[config.mk]
export PLATFORM = sky130hd
export DESIGN_NAME = kaipokrandt_mem_ctrl
export DESIGN_NICKNAME = d
export VERILOG_FILES = /design/src/rtl/kaipokrandt_pkg.sv /design/src/rtl/kaipokrandt_ram_array.sv /design/src/rtl/kaipokrandt_mem_ctrl.sv
export SDC_FILE = /design/constraint.sdc
export NUM_CORES = 2
export LEC_CHECK = 0
export ABC_AREA = 0
export CORE_MARGIN = 10
export CORE_UTILIZATION = 44
export DETAILED_ROUTE_END_ITERATION = 10
export GPL_TIMING_DRIVEN = 0
export REMOVE_ABC_BUFFERS = 1
export SYNTH_ARGS = -nofsm -noshare
export SYNTH_HDL_FRONTEND = slang
export SYNTH_SLANG_ARGS = --single-unit
[constraint.sdc]
create_clock -name clk -period 10.44 [get_ports clk]
set_input_delay 1.566 -clock clk [delete_from_list [all_inputs] [get_ports clk]]
set_output_delay 1.566 -clock clk [all_outputs]
set_load 0.02 [all_outputs]
[src/rtl/kaipokrandt_pkg.sv]
// kaipokrandt_pkg: shared types and constants for the memory controller slice.
package kaipokrandt_pkg;

    typedef enum logic [1:0] {IDLE, ACCESS, DONE} state_t;

    localparam int ADDR_W_DEF = 16;
    localparam int DATA_W_DEF = 16;

    // Out-of-range reads return this pattern, truncated to the data width.
    localparam logic [63:0] RD_FILL = '1;

endpackage

[src/rtl/kaipokrandt_ram_array.sv]
// kaipokrandt_ram_array: word-addressed RAM with synchronous write and registered read.
module kaipokrandt_ram_array #(
    parameter int DATA_W     = 16,
    parameter int DEPTH_LOG2 = 8
) (
    input  logic                  clk,
    input  logic                  we,
    input  logic                  re,
    input  logic [DEPTH_LOG2-1:0] addr,
    input  logic [DATA_W-1:0]     wdata,
    output logic [DATA_W-1:0]     rdata
);

    logic [DATA_W-1:0] mem [1 << DEPTH_LOG2];

    always_ff @(posedge clk) begin
        if (we) mem[addr] <= wdata;
        if (re) rdata <= mem[addr];
    end

endmodule

[src/rtl/kaipokrandt_mem_ctrl.sv]
// kaipokrandt_mem_ctrl: sequences single RAM reads/writes through a wait-state FSM
// with a busy/done handshake; out-of-range addresses are flagged and never touch RAM.
module kaipokrandt_mem_ctrl
    import kaipokrandt_pkg::*;
#(
    parameter int ADDR_W      = ADDR_W_DEF,
    parameter int DATA_W      = DATA_W_DEF,
    parameter int DEPTH_LOG2  = 8,
    parameter int WAIT_STATES = 2
) (
    input  logic              clk,
    input  logic              reset,
    input  logic [ADDR_W-1:0] addr_in,
    input  logic              rd_req,
    input  logic              wr_req,
    input  logic [DATA_W-1:0] wr_data,
    output logic [DATA_W-1:0] rd_data,
    output logic              busy,
    output logic              done,
    output logic              addr_err
);

    state_t            state, state_nx;
    logic [3:0]        cnt;
    logic [ADDR_W-1:0] addr_q;
    logic [DATA_W-1:0] data_q;
    logic [DATA_W-1:0] ram_q;
    logic              op_wr;
    logic              rd_valid;
    logic              rd_oor;
    logic              oor;
    logic              commit;
    logic              accept;

    assign oor    = (addr_q >> DEPTH_LOG2) != '0;
    assign accept = (state == IDLE) && (rd_req || wr_req);

    always_comb begin
        state_nx = state;
        busy     = 1'b0;
        done     = 1'b0;
        addr_err = 1'b0;
        commit   = 1'b0;
        case (state)
            IDLE:    if (accept) state_nx = ACCESS;
            ACCESS: begin
                busy   = 1'b1;
                commit = (cnt == 4'd0);
                if (commit) state_nx = DONE;
            end
            DONE: begin
                done     = 1'b1;
                addr_err = oor;
                state_nx = IDLE;
            end
            default: state_nx = IDLE;
        endcase
    end

    always_ff @(posedge clk or negedge reset) begin
        if (!reset) begin
            state    <= IDLE;
            cnt      <= 4'd0;
            addr_q   <= '0;
            data_q   <= '0;
            op_wr    <= 1'b0;
            rd_valid <= 1'b0;
            rd_oor   <= 1'b0;
        end else begin
            state <= state_nx;
            if (accept) begin
                addr_q <= addr_in;
                data_q <= wr_data;
                op_wr  <= wr_req;
                cnt    <= 4'(WAIT_STATES);
            end else if (state == ACCESS && cnt != 4'd0) begin
                cnt <= cnt - 4'd1;
            end
            if (commit && !op_wr) begin
                rd_valid <= 1'b1;
                rd_oor   <= oor;
            end
        end
    end

    kaipokrandt_ram_array #(
        .DATA_W    (DATA_W),
        .DEPTH_LOG2(DEPTH_LOG2)
    ) u_ram (
        .clk  (clk),
        .we   (commit && op_wr && !oor),
        .re   (commit && !op_wr && !oor),
        .addr (addr_q[DEPTH_LOG2-1:0]),
        .wdata(data_q),
        .rdata(ram_q)
    );

    // The RAM output register holds the last in-range read; reset and
    // out-of-range reads are overlaid here so the storage needs no reset.
    assign rd_data = !rd_valid ? '0 : rd_oor ? RD_FILL[DATA_W-1:0] : ram_q;

endmodule

==> flow_metrics.env <==
export IMPL_holdBufCountCts=0
export IMPL_fin_ws_ps=5270
export IMPL_multi_input_area_um2=31800
export IMPL_std_cell_rows=219
export IMPL_register_area_um2=125000
export IMPL_worstPathMaxFanout=3
export IMPL_synth_top_area_share_pct=78.6
export IMPL_cp_start_kind="register"
export IMPL_antenna_found_initial=8
export IMPL_intPower_mw=34.8
export IMPL_syn_to_final_growth_pct=16.6
export IMPL_synth_yosys_warnings=0
export IMPL_post_place_ws_ps=5290
export IMPL_die_h_um=618
export IMPL_cts_sink_count=4153
export IMPL_synth_cell_types=33
export IMPL_worst_r2r_setup_slack_ps=5340
export IMPL_place_inst=11600
export IMPL_leakage_nw=55.7
export IMPL_hp_start="addr_q[9]$_DFFE_PN0P_"
export IMPL_rr_endpoint="u_ram.rdata[3]$_DFFE_PP_"
export IMPL_coreArea_um2=356000
export IMPL_clk_pin_slew_ps=60
export IMPL_io_buffers=54
export IMPL_holdCritPathClass="register to register"
export IMPL_grt_pass1_wl_um=566000
export IMPL_cts_root_buf="clkbuf_16"
export IMPL_grt_pass1_vias=75400
export IMPL_worst_pin_slew_ps=1380
export IMPL_detail_route_first_pass_iterations=5
export IMPL_dr_first_iter_drc_count=8901
export IMPL_hpwlAfterDp_um=250000
export IMPL_ios=55
export IMPL_via_per_inst=6.00
export IMPL_fillers=27400
export IMPL_vias=74100
export IMPL_overflow=0
export IMPL_cts_made_buffers=405
export IMPL_timing_rr_start="addr_q[1]$_DFFE_PN0P_"
export IMPL_critical_path_arrival_ps=3610
export IMPL_p_clk_share_pct=28.4
export IMPL_gp_congestion=0.761
export IMPL_hold_violations=0
export IMPL_grt_usage_pct=20.4
export IMPL_synth_area_leader_cell="edfxtp_1"
export IMPL_cts_resized=0
export IMPL_setup_viol=0
export IMPL_whs_path_depth=1
export IMPL_cp_slowest_cell="nor2b_1"
export IMPL_crit_path_end_kind="output pin"
export IMPL_initial_core_util_pct=44.2
export IMPL_switchingPower_mw=16.0
export IMPL_drv_slew=0
export IMPL_crit_required_ps=8870
export IMPL_netlist_area_um2=157000
export IMPL_max_stage_delay_ps=900
export IMPL_ir_drop_v=0.000236
export IMPL_max_cap_viol_count=0
export IMPL_final_util_pct=51.5
export IMPL_final_nets=7305
export IMPL_antenna_left=0
export IMPL_avgSynthCellArea_um2=23.0
export IMPL_wl_per_cell_um=32.2
export IMPL_stdcell_count=12400
export IMPL_cts_tree="yes"
export IMPL_yosysSeqAreaShare_pct=79.3
export IMPL_seq_power_share_pct=42.7
export IMPL_ys_ff_latch=4153
export IMPL_status="completed"
export IMPL_wirelength_um=398000
export IMPL_layout_drive_gt1_share_pct=31.0
export IMPL_power_switching_share_pct=31.5
export IMPL_clk_path_buf_depth=4
export IMPL_path_cells="nor2b_1 > and2_1 > clkdlybuf4s50_1"
export IMPL_cts_setup_buffers=0
export IMPL_post_route_min_period_ps=5170
export IMPL_ys_top_cells_by_area="edfxtp_1 (79%), mux4_2 (15%), a22oi_1 (2.4%)"
export IMPL_reg2regPathDepth=9
export IMPL_dieArea_um2=381000
export IMPL_htreeDepth=5
export IMPL_path_class="register to output pin"
export IMPL_slew_headroom_pct=6.84
export IMPL_tns_ps=0
export IMPL_clk_latency_ps=960
export IMPL_grt_max_degree=93
export IMPL_power_density_nw_per_um2=277
export IMPL_total_power_mw=50.8
export IMPL_max_clock_freq_mhz=193
export IMPL_combPwrFrac_pct=29.0
export IMPL_post_route_period_util_pct=49.5
export IMPL_hold_end="addr_q[9]$_DFFE_PN0P_"
export IMPL_drcViolationCount=0
export IMPL_rsz0062_at_grt="false"
export IMPL_die_width_um=618
export IMPL_crit_start="state[1]$_DFFE_PN0P_"
export IMPL_synthCells=6840
export IMPL_skew_ps=50.0
[sequential cells by signal, indices dropped and copies added, names as in the netlist]
name         flops
addr_q          16
cnt              4
data_q          16
op_wr            1
rd_oor           1
rd_valid         1
state            2
u_ram.mem     4096
u_ram.rdata     16
[worst max-delay path by stage]
| stage | cells past startpoint | slack, ps | end |
|---|---|---|---|
| global placement | 4 | -60570 | u_ram.mem[49][4]$_DFFE_PP_ |
| global route | 3 | 5280 | addr_err |
| finish | 3 | 5270 | addr_err |
| CTS | 3 | 4970 | addr_err |
| floorplan | 4 | -32770 | u_ram.mem[197][0]$_DFFE_PP_ |
| detailed placement | 10 | 5290 | u_ram.rdata[9]$_DFFE_PP_ |
[metal layers]
| metal | vias to the layer above | global-route usage (%) | wire length, um |
|---|---|---|---|
| met1 | 40200 | 27.6 | 156000 |
| li1 | 30400 | - | - |
| met2 | 2988 | 34.4 | 200000 |
| met4 | 2 | 6.84 | 15700 |
| met3 | 593 | 3.11 | 26700 |
| met5 | - | 0 | 12 |
[worst max-delay path, delay by kind of cell, from the launching register on]
family | cells | cell delay [ps]
DFF | 1 | 380
and+or+nand+nor | 2 | 1500
buffers and inverters | 1 | 740
[cell usage after synthesis]
master	count
o211ai_1	1
nor4_1	4
nor2b_1	8
nand3_1	4
or2_2	1
o21ai_0	3
dfrtp_1	41
buf_6	7
nor3_1	2
inv_1	8
xor2_1	1
nand4_1	17
and2_1	3
nand2_1	36
mux4_2	1024
nand2b_1	3
clkbuf_1	253
ha_1	1
or4_1	1
buf_1	42
o41ai_1	64
nor2_1	265
xnor2_1	2
o21bai_1	1
nor3b_1	1
buf_2	83
nor4_2	2
o21a_1	16
a22oi_1	512
buf_4	35
mux2_2	30
a21oi_1	257
edfxtp_1	4112
[power groups by stage]
stage / logic, mW / registers [mW] / clock network, mW
finish: 14.7 / 21.7 / 14.4
CTS: 14.9 / 21.7 / 14.6
detailed placement: 14.9 / 22.0 / 0
floorplan: 8.76 / 23.6 / 0
global route: 15.5 / 21.7 / 15.3
global placement: 9.95 / 25.9 / 0
[area by class of cell]
cell class	count	area share (%)
diodes	6	0.00819
clock buffers	496	5.85
clock inverters	241	1.24
inverters	8	0.0164
multi-input cells	2259	17.4
flip-flops and latches	4153	68.0
well taps	4751	3.24
repair buffers	441	4.29
[per-stage QoR]
stage,hold WS (ps),cell area (um^2)
floorplan,452,155000
CTS,503,183000
global placement,493,162000
global route,548,183000
detailed placement,517,170000
finish,535,183000
[logic make-up (layout without fill, tap and decap cells)]
group,after synthesis,in the layout,share of synthesized area [%]
fa+ha+maj,1,1,0.00796
xor+xnor,3,3,0.0167
other cells,0,6,0
simple gates,347,347,0.907
compound gates,854,854,3.72
mux,1054,1054,14.9
buf+inv,428,1186,1.21
flops,4153,4153,79.3
[placed cells by master (no fill, tap or decap), types with 76 or more instances in the layout]
cell type and n:
clkbuf_16 413, clkinv_1 93, mux4_2 1024, clkbuf_1 76, a22oi_1 512, a21oi_1 257, edfxtp_1 4112, buf_8 164
buf_16 125, nor2_2 257
Note: power is estimated with default switching activity, not from simulation.
